File: src/rtl/sin_gen_pkg.sv
// Shared types and constants for the sin_gen sine generator.
// Sample values are round-half-away-from-zero(127*sin(2*pi*p/128)).
package sin_gen_pkg;

    localparam int PHASE_W = 7;
    localparam int OUT_W   = 8;

    typedef logic signed [OUT_W-1:0] sample_t;
    typedef logic [PHASE_W-1:0]      phase_t;

    // First quarter period, phase 0..32 inclusive; the other quarters are
    // obtained by mirroring and negating these entries.
    localparam sample_t QUARTER_TBL [0:32] = '{
        8'sd0,   8'sd6,   8'sd12,  8'sd19,  8'sd25,  8'sd31,  8'sd37,  8'sd43,
        8'sd49,  8'sd54,  8'sd60,  8'sd65,  8'sd71,  8'sd76,  8'sd81,  8'sd85,
        8'sd90,  8'sd94,  8'sd98,  8'sd102, 8'sd106, 8'sd109, 8'sd112, 8'sd115,
        8'sd117, 8'sd120, 8'sd122, 8'sd123, 8'sd125, 8'sd126, 8'sd126, 8'sd127,
        8'sd127
    };

endpackage

File: src/rtl/sin_gen_lut.sv
// Combinational phase-to-sample mapping for sin_gen.
// Define SIN_GEN_QUARTER_WAVE_EN to fold the phase onto the quarter table;
// otherwise a full 128-entry period table is used. Both give identical samples.
module sin_gen_lut
    import sin_gen_pkg::*;
(
    input  logic [PHASE_W-1:0] phase_i,
    output logic [OUT_W-1:0]   sample_o
);

`ifdef SIN_GEN_QUARTER_WAVE_EN

    logic [5:0] idx;
    logic       neg;
    sample_t    mag;

    always_comb begin
        // NOTE: every output of this block gets a default first, so no path
        // leaves a value unassigned and no latch is inferred.
        idx = '0;
        neg = 1'b0;
        if (phase_i <= 7'd32) begin
            idx = 6'(phase_i);
        end else if (phase_i <= 7'd64) begin
            idx = 6'(7'd64 - phase_i);
        end else if (phase_i <= 7'd96) begin
            idx = 6'(phase_i - 7'd64);
            neg = 1'b1;
        end else begin
            // 128 - p, computed modulo 128 in the 7-bit phase width
            idx = 6'(7'd0 - phase_i);
            neg = 1'b1;
        end
    end

    assign mag      = QUARTER_TBL[idx];
    assign sample_o = neg ? -mag : mag;

`else

    localparam sample_t FULL_TBL [0:127] = '{
        8'sd0,    8'sd6,    8'sd12,   8'sd19,   8'sd25,   8'sd31,   8'sd37,   8'sd43,
        8'sd49,   8'sd54,   8'sd60,   8'sd65,   8'sd71,   8'sd76,   8'sd81,   8'sd85,
        8'sd90,   8'sd94,   8'sd98,   8'sd102,  8'sd106,  8'sd109,  8'sd112,  8'sd115,
        8'sd117,  8'sd120,  8'sd122,  8'sd123,  8'sd125,  8'sd126,  8'sd126,  8'sd127,
        8'sd127,  8'sd127,  8'sd126,  8'sd126,  8'sd125,  8'sd123,  8'sd122,  8'sd120,
        8'sd117,  8'sd115,  8'sd112,  8'sd109,  8'sd106,  8'sd102,  8'sd98,   8'sd94,
        8'sd90,   8'sd85,   8'sd81,   8'sd76,   8'sd71,   8'sd65,   8'sd60,   8'sd54,
        8'sd49,   8'sd43,   8'sd37,   8'sd31,   8'sd25,   8'sd19,   8'sd12,   8'sd6,
        8'sd0,   -8'sd6,   -8'sd12,  -8'sd19,  -8'sd25,  -8'sd31,  -8'sd37,  -8'sd43,
       -8'sd49,  -8'sd54,  -8'sd60,  -8'sd65,  -8'sd71,  -8'sd76,  -8'sd81,  -8'sd85,
       -8'sd90,  -8'sd94,  -8'sd98,  -8'sd102, -8'sd106, -8'sd109, -8'sd112, -8'sd115,
       -8'sd117, -8'sd120, -8'sd122, -8'sd123, -8'sd125, -8'sd126, -8'sd126, -8'sd127,
       -8'sd127, -8'sd127, -8'sd126, -8'sd126, -8'sd125, -8'sd123, -8'sd122, -8'sd120,
       -8'sd117, -8'sd115, -8'sd112, -8'sd109, -8'sd106, -8'sd102, -8'sd98,  -8'sd94,
       -8'sd90,  -8'sd85,  -8'sd81,  -8'sd76,  -8'sd71,  -8'sd65,  -8'sd60,  -8'sd54,
       -8'sd49,  -8'sd43,  -8'sd37,  -8'sd31,  -8'sd25,  -8'sd19,  -8'sd12,  -8'sd6
    };

    assign sample_o = FULL_TBL[phase_i];

`endif

endmodule

File: src/rtl/sin_gen.sv
// Sine generator: a free-running phase accumulator feeding a registered
// lookup. Output lags the phase register by exactly one clock.
module sin_gen
    import sin_gen_pkg::*;
#(
    parameter logic [PHASE_W-1:0] PHASE_STEP = 7'd1
) (
    input  logic             clk,
    input  logic             rst,
    output logic [OUT_W-1:0] out_val
);

    phase_t              phase_q;
    phase_t              phase_d;
    logic [OUT_W-1:0]    out_q;
    logic [OUT_W-1:0]    lut_sample;

    // Natural 7-bit overflow gives the mod-128 wrap with no extra cycle.
    assign phase_d = phase_q + PHASE_STEP;

    sin_gen_lut u_lut (
        .phase_i  (phase_q),
        .sample_o (lut_sample)
    );

    // NOTE: state registers use non-blocking assignments so every flop
    // samples pre-edge values, keeping out_q aligned to the old phase.
    always_ff @(posedge clk) begin
        if (rst) begin
            phase_q <= '0;
            out_q   <= '0;
        end else begin
            phase_q <= phase_d;
            out_q   <= lut_sample;
        end
    end

    assign out_val = out_q;

endmodule

File: config.mk
export PLATFORM = sky130hd
export DESIGN_NAME = sin_gen
export DESIGN_NICKNAME = d
export VERILOG_FILES = /design/src/rtl/sin_gen_pkg.sv /design/src/rtl/sin_gen_lut.sv /design/src/rtl/sin_gen.sv
export SDC_FILE = /design/constraint.sdc
export NUM_CORES = 1
export LEC_CHECK = 0
export CAP_MARGIN = 30
export CORE_MARGIN = 5
export CORE_UTILIZATION = 51
export DETAILED_ROUTE_END_ITERATION = 10
export DONT_BUFFER_PORTS = 1
export GPL_TIMING_DRIVEN = 0
export PLACE_DENSITY = 0.67
export SLEW_MARGIN = 20
export SYNTH_ARGS = -nofsm -noshare
export SYNTH_HDL_FRONTEND = slang
export SYNTH_SLANG_ARGS = --single-unit
File: constraint.sdc
create_clock -name clk -period 6.51 [get_ports clk]
set_input_delay 0.3255 -clock clk [delete_from_list [all_inputs] [get_ports clk]]
set_output_delay 0.3255 -clock clk [all_outputs]
set_load 0.05 [all_outputs]
==> impl_metrics.ini <==
[final_layout]
area_growth_pct = 4.86
nets = 252
diodes = 0
final_cell_count_no_fill = 278
drive_above_1_share = 0.134

[clocking]
cts-root-buf = clkbuf_4
cts_buffer_depth = 2
cts_tree = done
htreeDepth = 1
clock-sinks = 15
cts_made_buffers = 3
clk_latency_ns = 0.29
clkTransAtPathRegs_ns = 0.09
hold_buffers = 0
postCtsSetupBuffers = 0
post_cts_resized = 0

[worst_setup_path]
path_max_fanout = 12
required_ns = 6.67
crit_type = reg2reg
slowest_delay_ns = 0.63
path_cells = ha_1 > inv_1 > ha_1 > clkbuf_1 > or3b_2 > o31ai_1 > a2111oi_1 > o31ai_1 > o311ai_1
worstPathArrival_ns = 2.93
slowest_stage = dfxtp_1
start_kind = flip-flop
cp.buffers_inverters = 2
crit_path_end_kind = flip-flop
crit_family = adder cells

[sta]
slew_headroom = 0.639
period_share = 0.426
finalHoldViolations = 0
setup_viol = 0
finalSetupTns_ns = 0
clock_skew_ns = 0.00360
min_period_ns = 2.77
rsz0062_at_grt = no
worst_slack_ns = 3.74
worstMarginPinSlew_ns = 0.541
slew_viol_final = 0
fmax_ghz = 0.361

[synth]
synth_nets = 247
yosysTopAreaCell = dfxtp_1
yosys_register_bits = 15
synthCells = 228
synth_edf_count = 0
ys.warnings.count = 0
synth.area.top_cells = dfxtp_1 17%, ha_1 12%, nand2_1 4.1%
synthArstFlopShare = 0
synth_cell_type_count = 59
syn-cell-area_um2 = 1750
synthFlopType = dfxtp_1
synth_top_area_share = 0.172
synth_common_cells = 19 x nand2_1, 19 x nor2_1, 17 x ha_1
yosysSeqAreaShare = 0.172
avgSynthCellArea_um2 = 7.68

[detailed_routing]
drc_errors = 0
routed_wl_um = 5560
via_per_inst = 6.64
dr.pass1.iters = 5
num_vias = 1846
drtIter0Drc = 351
ant_nets = 0
wire_per_inst_um = 20.0

[global_routing]
grt_pass1_vias = 1774
grt_max_degree = 13
grt_overflow = 0
grt_usage = 0.260
grt_antenna_before_repair = 0
grt_pass1_wl_um = 8960

[run_status]
status = completed

[power]
p_per_area_nw_per_um2 = 136
p_comb_frac = 0.337
ir_drop_uv = 88.9
leakagePower_nw = 0.659
p_sw_frac = 0.392
p_int_w = 0.000151
switchingPower_w = 0.0000977
pwr-share-seq = 0.440
p_clk_frac = 0.223

[die]
core_um2 = 3340
floorplan.rows = 21
dieArea_um2 = 4700
io_pins = 10
dieWidth_um = 68.6
start_util = 0.525
fp.dieH_um = 68.6

[run]
cap_violations = 0

[hold_path]
min_path_type = in2reg

[place]
port_buffers = 0
hpwl_um = 3970
dpl.cell_count = 274
dp_slack_ns = 3.84
gp_congestion = 0.986
-- path summary, 6_finish.rpt --
kind	to	from	slack [ns]	cells after the start
worst min-delay path	phase_q[1]	rst	0.09	1
worst max register to register	out_val[4]	phase_q[1]	3.74	9
worst min register to register	out_val[7]	phase_q[6]	0.58	2
worst max-delay path	out_val[4]	phase_q[1]	3.74	9
-- cell type report --
class | count | area, µm²
Fill cell | 327 | 1500
Multi-Input combinational cell | 183 | 1280
Tap cell | 46 | 57.6
Clock buffer | 3 | 22.5
Clock inverter | 1 | 5.00
Buffer | 23 | 145
Inverter | 7 | 26.3
Sequential cell | 15 | 300
-- cells by family after synthesis --
logic type	Yosys count	share of synthesized area
mux	5	0.0293
simple gates	81	0.239
fa+ha+maj	17	0.122
compound gates	75	0.315
xor+xnor	5	0.0250
buf+inv	30	0.0979
flops	15	0.172
-- registers in the layout, summed over array words and instances, names as in the netlist --
register  count
out_val       8
phase_q       7
-- layer usage --
metal / wire length (µm) / track usage / vias up / share of wire
met5: 0 / 0 / - / 0
met4: 109 / 0.117 / 0 / 0.020
met3: 688 / 0.0794 / 15 / 0.12
met2: 2480 / 0.403 / 134 / 0.45
met1: 2280 / 0.327 / 840 / 0.41
li1: - / - / 857 / -
-- placed cells by master (no fill, tap or decap), drive strengths merged, types with 4 or more instances in the layout --
cell type  Yosys  routed
mux2i          4       4
inv            6       6
o21ai         14      14
dfxtp         15      15
clkbuf         6       9
nor2b         11      11
o311ai         6       6
nor2          19      19
nand2b         4       4
o221ai         5       5
a221oi         4       4
nand3          6       6
o31ai          5       5
nand2         20      20
nor3b          4       4
ha            17      17
nor3           5       5
buf           17      17
a21oi         11      11
a211oi         4       4
xnor2          4       4
-- worst register-to-register path, cell delays in order, from the launching register on --
cell       delay (ns)
dfxtp_1          0.63
ha_1             0.44
inv_1            0.15
ha_1             0.21
clkbuf_1         0.24
or3b_2           0.50
o31ai_1          0.08
a2111oi_1        0.11
o31ai_1          0.11
o311ai_1         0.16
-- power by group through the flow --
stage / Sequential (W) / Clock, W / Combinational, W
after floorplan: 0.000110 / 0 / 0.0000617
after global placement: 0.000112 / 0 / 0.0000825
after detailed placement: 0.000112 / 0 / 0.0000810
after CTS: 0.000110 / 0.0000586 / 0.0000817
after global routing: 0.000110 / 0.0000636 / 0.0000911
final: 0.000110 / 0.0000554 / 0.0000840
-- through the flow --
step | hold WS [ns] | util | area [µm²] | total power (W)
6_report | 0.0854 | 0.550 | 1840 | 0.000249
5_1_grt | 0.0654 | 0.550 | 1840 | 0.000265
4_1_cts | 0.0740 | 0.550 | 1840 | 0.000250
3_5_place_dp | 0.401 | 0.542 | 1810 | 0.000193
3_3_place_gp | 0.398 | 0.542 | 1810 | 0.000194
2_1_floorplan | 0.397 | - | 1750 | 0.000172
Power figures use the tool's default switching activity.
